===== src/rtl/scr1_vec_pkg.sv =====
// Shared types for the vector-to-word DMEM serializer: memory interface
// enums, the vector data type and the serializer FSM encoding.
package scr1_vec_pkg;

  localparam int SCR1_DMEM_AWIDTH = 32;
  localparam int SCR1_VEC_LANE    = 16;

  typedef enum logic {
    SCR1_MEM_CMD_RD = 1'b0,
    SCR1_MEM_CMD_WR = 1'b1
  } type_scr1_mem_cmd_e;

  typedef enum logic [1:0] {
    SCR1_MEM_WIDTH_BYTE   = 2'b00,
    SCR1_MEM_WIDTH_HWORD  = 2'b01,
    SCR1_MEM_WIDTH_WORD   = 2'b10,
    SCR1_MEM_WIDTH_VECTOR = 2'b11
  } type_scr1_mem_width_e;

  typedef enum logic [1:0] {
    SCR1_MEM_RESP_NOTRDY = 2'b00,
    SCR1_MEM_RESP_RDY_OK = 2'b01,
    SCR1_MEM_RESP_RDY_ER = 2'b10
  } type_scr1_mem_resp_e;

  typedef enum logic [1:0] {
    VEC_IDLE = 2'b00,
    VEC_REQ  = 2'b01,
    VEC_WAIT = 2'b10,
    VEC_DONE = 2'b11
  } vec_state_e;

  typedef logic [SCR1_VEC_LANE-1:0][31:0] type_vector;

  // A single-lane build still needs a one-bit beat counter.
  function automatic int scr1_vec_beat_w(input int lane);
    return (lane > 1) ? $clog2(lane) : 1;
  endfunction

  localparam int SCR1_VEC_BEAT_W = scr1_vec_beat_w(SCR1_VEC_LANE);

endpackage


===== src/rtl/scr1_dmem_vec_serializer.sv =====
// Splits a core-side vector (or scalar) access into 32-bit memory beats and
// reassembles load data into a LANE x 32 buffer.
module scr1_dmem_vec_serializer
  import scr1_vec_pkg::*;
#(
  parameter int LANE = SCR1_VEC_LANE
) (
  input  logic                          clk,
  input  logic                          rst_n,
  input  logic                          lsu2dmem_req,
  input  type_scr1_mem_cmd_e            lsu2dmem_cmd,
  input  type_scr1_mem_width_e          lsu2dmem_width,
  input  logic [SCR1_DMEM_AWIDTH-1:0]   lsu2dmem_addr,
  input  logic [LANE-1:0][31:0]         lsu2dmem_wdata,
  output logic                          dmem2lsu_req_ack,
  output logic [LANE-1:0][31:0]         dmem2lsu_rdata,
  output type_scr1_mem_resp_e           dmem2lsu_resp,
  output logic                          mem_req,
  output type_scr1_mem_cmd_e            mem_cmd,
  output type_scr1_mem_width_e          mem_width,
  output logic [SCR1_DMEM_AWIDTH-1:0]   mem_addr,
  output logic [31:0]                   mem_wdata,
  input  logic                          mem_req_ack,
  input  logic [31:0]                   mem_rdata,
  input  type_scr1_mem_resp_e           mem_resp
);

  localparam int BEAT_W = scr1_vec_beat_w(LANE);

  vec_state_e                  state_q, state_d;
  type_scr1_mem_cmd_e          cmd_q, cmd_d;
  type_scr1_mem_width_e        width_q, width_d;
  logic [SCR1_DMEM_AWIDTH-1:0] addr_q, addr_d;
  logic [LANE-1:0][31:0]       wdata_q, wdata_d;
  logic [LANE-1:0][31:0]       buf_q, buf_d;
  logic [BEAT_W-1:0]           beat_q, beat_d;
  logic [BEAT_W-1:0]           last_q, last_d;
  logic                        err_q, err_d;

  always_ff @(posedge clk or negedge rst_n) begin
    if (!rst_n) begin
      state_q <= VEC_IDLE;
      cmd_q   <= SCR1_MEM_CMD_RD;
      width_q <= SCR1_MEM_WIDTH_WORD;
      addr_q  <= '0;
      wdata_q <= '0;
      buf_q   <= '0;
      beat_q  <= '0;
      last_q  <= '0;
      err_q   <= 1'b0;
    end else begin
      state_q <= state_d;
      cmd_q   <= cmd_d;
      width_q <= width_d;
      addr_q  <= addr_d;
      wdata_q <= wdata_d;
      buf_q   <= buf_d;
      beat_q  <= beat_d;
      last_q  <= last_d;
      err_q   <= err_d;
    end
  end

  always_comb begin
    state_d = state_q;
    cmd_d   = cmd_q;
    width_d = width_q;
    addr_d  = addr_q;
    wdata_d = wdata_q;
    buf_d   = buf_q;
    beat_d  = beat_q;
    last_d  = last_q;
    err_d   = err_q;
    case (state_q)
      VEC_IDLE: begin
        if (lsu2dmem_req) begin
          cmd_d   = lsu2dmem_cmd;
          width_d = lsu2dmem_width;
          addr_d  = lsu2dmem_addr;
          wdata_d = lsu2dmem_wdata;
          buf_d   = '0;
          beat_d  = '0;
          last_d  = (lsu2dmem_width == SCR1_MEM_WIDTH_VECTOR) ? BEAT_W'(LANE - 1) : '0;
          err_d   = 1'b0;
          state_d = VEC_REQ;
        end
      end
      VEC_REQ: begin
        if (mem_req_ack) state_d = VEC_WAIT;
      end
      VEC_WAIT: begin
        if (mem_resp == SCR1_MEM_RESP_RDY_OK) begin
          // Stores never touch the buffer so their response data stays zero.
          if (cmd_q == SCR1_MEM_CMD_RD) buf_d[beat_q] = mem_rdata;
          if (beat_q == last_q) begin
            state_d = VEC_DONE;
          end else begin
            beat_d  = beat_q + 1'b1;
            state_d = VEC_REQ;
          end
        end else if (mem_resp == SCR1_MEM_RESP_RDY_ER) begin
          err_d   = 1'b1;
          state_d = VEC_DONE;
        end
      end
      VEC_DONE: begin
        state_d = VEC_IDLE;
      end
      default: begin
        state_d = VEC_IDLE;
      end
    endcase
  end

  assign dmem2lsu_req_ack = (state_q == VEC_IDLE);
  assign dmem2lsu_rdata   = buf_q;
  assign dmem2lsu_resp    = (state_q != VEC_DONE) ? SCR1_MEM_RESP_NOTRDY
                          : (err_q ? SCR1_MEM_RESP_RDY_ER : SCR1_MEM_RESP_RDY_OK);

  // Every beat of a vector is a plain word access; address wraps naturally.
  assign mem_req   = (state_q == VEC_REQ);
  assign mem_cmd   = cmd_q;
  assign mem_width = (width_q == SCR1_MEM_WIDTH_VECTOR) ? SCR1_MEM_WIDTH_WORD : width_q;
  assign mem_addr  = addr_q + {{(SCR1_DMEM_AWIDTH-BEAT_W-2){1'b0}}, beat_q, 2'b00};
  assign mem_wdata = wdata_q[beat_q];

endmodule


===== config.mk =====
export PLATFORM = sky130hd
export DESIGN_NAME = scr1_dmem_vec_serializer
export DESIGN_NICKNAME = d
export VERILOG_FILES = /design/src/rtl/scr1_vec_pkg.sv /design/src/rtl/scr1_dmem_vec_serializer.sv
export SDC_FILE = /design/constraint.sdc
export NUM_CORES = 2
export LEC_CHECK = 0
export BUFFER_PORTS_ARGS = -buffer_cell sky130_fd_sc_hd__buf_2
export CAP_MARGIN = 25
export CELL_PAD_IN_SITES_DETAIL_PLACEMENT = 1
export CELL_PAD_IN_SITES_GLOBAL_PLACEMENT = 2
export CORE_AREA = 2 2 454 456
export DETAILED_ROUTE_END_ITERATION = 6
export DIE_AREA = 0 0 456 458
export GPL_TIMING_DRIVEN = 0
export PLACE_DENSITY = 0.6
export SYNTH_ARGS = -nofsm -noshare
export SYNTH_HDL_FRONTEND = slang
export SYNTH_SLANG_ARGS = --single-unit

===== constraint.sdc =====
create_clock -name clk -period 3.5 [get_ports clk]
set_input_delay 1.05 -clock clk [delete_from_list [all_inputs] [get_ports clk]]
set_output_delay 1.05 -clock clk [all_outputs]
set_load 0.005 [all_outputs]

==> summary.txt <==
Logic synthesis
  – Dominant synthesized flop cell: dfrtp_1
  – Leading area contributor after synthesis: dfrtp_1
  – Synth top area share: 0.574
  – Synthesized Nets: 5327
  – Cells after synthesis: 4731
  – Synth area leaders: dfrtp_1, nand2_1, mux4_2
  – Post-synth ARST share: 1.00
  – Mapped cell area: 46500 sq um
  – Distinct cell type count after synthesis: 50
  – Avg Inst Size Synth: 9.83 sq um
  – Post-synth EDFFs: 0
  – Sequential area share after synthesis: 0.574
  – Synth Register Bits: 1067
  – Yosys Warn Count: 0

Setup path
  – Critical Path AT: 3.13 ns
  – Startpoint types: flip-flop
  – CP endpoint kind: primary output
  – Critical path class: reg2out
  – CP required: 2.45 ns
  – Critical path fanouts, max: 5

GRT
  – Total GRT Usage: 0.242
  – Largest net degree at the start of global routing: 149
  – Vias in the first global route: 43500
  – GR Overflow Total: 0
  – First-pass GRT wire length: 354000 microns
  – Initial antenna violation count: 98

Drt
  – Wire per inst: 28.9 microns
  – Routed via count: 41000
  – Post-Route M1 WL: 98800 microns
  – Drt initial violations: 2472
  – DR WL met3: 13400 microns
  – Remaining antenna violation count: 0
  – Top layer in use: met5
  – Metal2 WL: 138000 microns
  – Drt pass-1 iters: 5
  – Drc violations: 0
  – Post-DR vias/cell: 4.58
  – Routed WL: 259000 microns

Final layout
  – Most frequent cells in the layout: nand2_1, buf_2, dfrtp_1, o21ai_0, o31ai_1
  – Layout cells sized above 1: 0.311
  – Most common cell after layout, fill and taps aside: nand2_1
  – Fin cells: 8949
  – Area Growth Syn to Fin: 34.1%
  – # nets final: 6710

STA
  – Fmax: 0.239 GHz
  – Clock skew: 0.0190 ns
  – Worst-Margin Slew: 1.03 ns
  – Max-slew headroom: 0.314
  – Final setup viols: 59
  – Final Hold Fails: 0
  – Final Cycle Share: 1.19
  – Final max-slew violation count: 0
  – Final WS setup: -0.676 ns
  – Final Critical Period: 4.18 ns
  – RSZ-0062 raised after global routing: true
  – Setup TNS: -31.22 ns

Outcome
  – Failing checks: negative setup slack
  – Status: complete, but fails checks

Power and ir drop
  – Worst VDD drop: 0.513 mV
  – Pwr Total: 47.5 mW
  – Switch Pwr: 17.7 mW
  – PD cells: 761 nW/um^2
  – Net Sw Frac: 0.374
  – Clock power share: 0.299
  – Internal power: 29.7 mW
  – Flop pwr share: 0.373
  – Gate power share: 0.328
  – P_leak: 31.4 nW

Clocking
  – CTS Sinks: 1067
  – Clock Latency Late Sink: 0.80 ns
  – Worst-path clk slew: 0.06 ns
  – Root buf cell: clkbuf_16
  – CTS tree: built
  – Max clock buf depth: 3
  – Hold Buf Count CTS: 0
  – CTS buffer count: 136
  – H-tree Lvls: 4

Floorplanning
  – Top-Level Pins: 1168
  – Initial Utilization: 0.228
  – DIE AREA: 209000 sq um
  – Die Y: 458 microns
  – Core area: 204000 sq um
  – Cell Rows: 166
  – Die W: 456 microns

Hold path
  – HP Class: in2async

Placement
  – Post-placement cell count: 8605
  – Port Buf Inserts: 1167
  – Post-DP HPWL: 200000 microns
  – Placer Congestion: 0.845

Flow run
  – Max-cap violations: 0
cell type report:
type / count / area, sq um
Tap cell: 2688 / 3360
Clock buffer: 198 / 3890
Inverter: 22 / 86.3
Timing Repair Buffer: 1248 / 7350
Multi-Input combinational cell: 3279 / 18100
Fill cell: 23700 / 141000
Sequential cell: 1067 / 26700
Clock inverter: 43 / 463
Buffer: 360 / 2300
Antenna cell: 44 / 110
registers in the layout, summed over array words and instances (netlist names):
| name | flops |
|---|---|
| dmem2lsu_rdata | 512 |
| wdata_q | 512 |
| addr_q | 32 |
| beat_q | 4 |
| state_q | 2 |
| width_q | 2 |
| err_q | 1 |
| last_q | 1 |
| mem_cmd | 1 |
logic make-up (layout without fill, tap and decap cells):
group | count (synthesis) | count (layout) | synth area share
fa+ha+maj | 11 | 11 | 0.00312
buf+inv | 385 | 1871 | 0.0406
xor+xnor | 28 | 28 | 0.00528
mux | 227 | 227 | 0.0937
compound gates | 488 | 488 | 0.0721
other cells | 0 | 44 | 0
flops | 1067 | 1067 | 0.574
simple gates | 2525 | 2525 | 0.211
metrics by stage:
stage          hold WS (ns)  instance area (sq um)  setup WS (ns)  utilization
3_3_place_gp          0.454                  55700         -24.46        0.273
5_1_grt               0.169                  62300         -0.780        0.306
4_1_cts               0.132                  62000         -0.773        0.304
6_report              0.183                  62400         -0.676        0.306
3_5_place_dp          0.457                  56100          -1.84        0.275
2_1_floorplan         0.438                  46500        0.00224            -
repair_timing:
| item | in CTS | in global routing |
|---|---|---|
| pin swaps | 10 | 16 |
| endpoints found under the setup margin | 355 | 99 |
| setup buffers | 44 | 10 |
| gates resized for setup | 206 | 42 |
| gates cloned | 10 | 5 |
cells in the mapped netlist (2+ instances only):
master / instances
nand2_1: 2352
dfrtp_1: 1066
o21ai_0: 228
o31ai_1: 226
clkbuf_1: 168
mux4_2: 160
buf_2: 124
nor2_1: 75
mux2_2: 64
buf_4: 52
and2_0: 31
inv_1: 22
nand3_1: 17
xnor2_1: 16
buf_6: 12
xor2_1: 12
and3_1: 10
ha_1: 10
nand4_1: 9
nor4b_2: 9
buf_1: 7
a2111oi_4: 6
o211ai_1: 5
a21oi_1: 4
a31oi_4: 4
a41oi_4: 4
and2_1: 3
nand2b_1: 3
nand3b_1: 3
nor2b_1: 3
o21ai_1: 3
or4_1: 3
mux2_1: 2
or2_2: 2
power groups by stage:
| stage | clock [mW] | combinational, mW | sequential [mW] |
|---|---|---|---|
| 5_1_grt | 15.0 | 17.0 | 18.1 |
| 4_1_cts | 14.5 | 15.9 | 17.7 |
| 6_report | 14.2 | 15.6 | 17.7 |
| 2_1_floorplan | 0 | 8.32 | 17.0 |
| 3_3_place_gp | 0 | 14.6 | 17.9 |
| 3_5_place_dp | 0 | 14.9 | 17.9 |
metal layers:
| metal | global-route usage | vias to the layer above |
|---|---|---|
| li1 | - | 18300 |
| met1 | 0.274 | 21100 |
| met2 | 0.446 | 1242 |
| met3 | 0.0515 | 365 |
| met4 | 0.0842 | 50 |
| met5 | 0 | - |
worst paths after layout:
check	from	endpoint	slack, ns	cells past startpoint
max reg2reg	beat_q[0]	dmem2lsu_rdata[154]	0.27	11
min reg2reg	wdata_q[340]	wdata_q[340]	0.47	2
min	rst_n	dmem2lsu_rdata[172]	0.18	1
max in group asynchronous	rst_n	wdata_q[483]	0.62	5
min in group clk	lsu2dmem_wdata[91]	wdata_q[91]	0.45	3
max	beat_q[1]	mem_addr[30]	-0.68	11
critical path, stage by stage (launching register included):
cell and delay, ns:
dfrtp_2 0.39, clkbuf_16 0.14, buf_12 0.10, buf_16 0.10, clkinvlp_4 0.10, fa_2 0.37
nand2b_4 0.16, a21oi_4 0.19, buf_8 0.15, nor4b_4 0.21, xor2_1 0.27, buf_2 0.17
(Power assumes the default switching activity.)
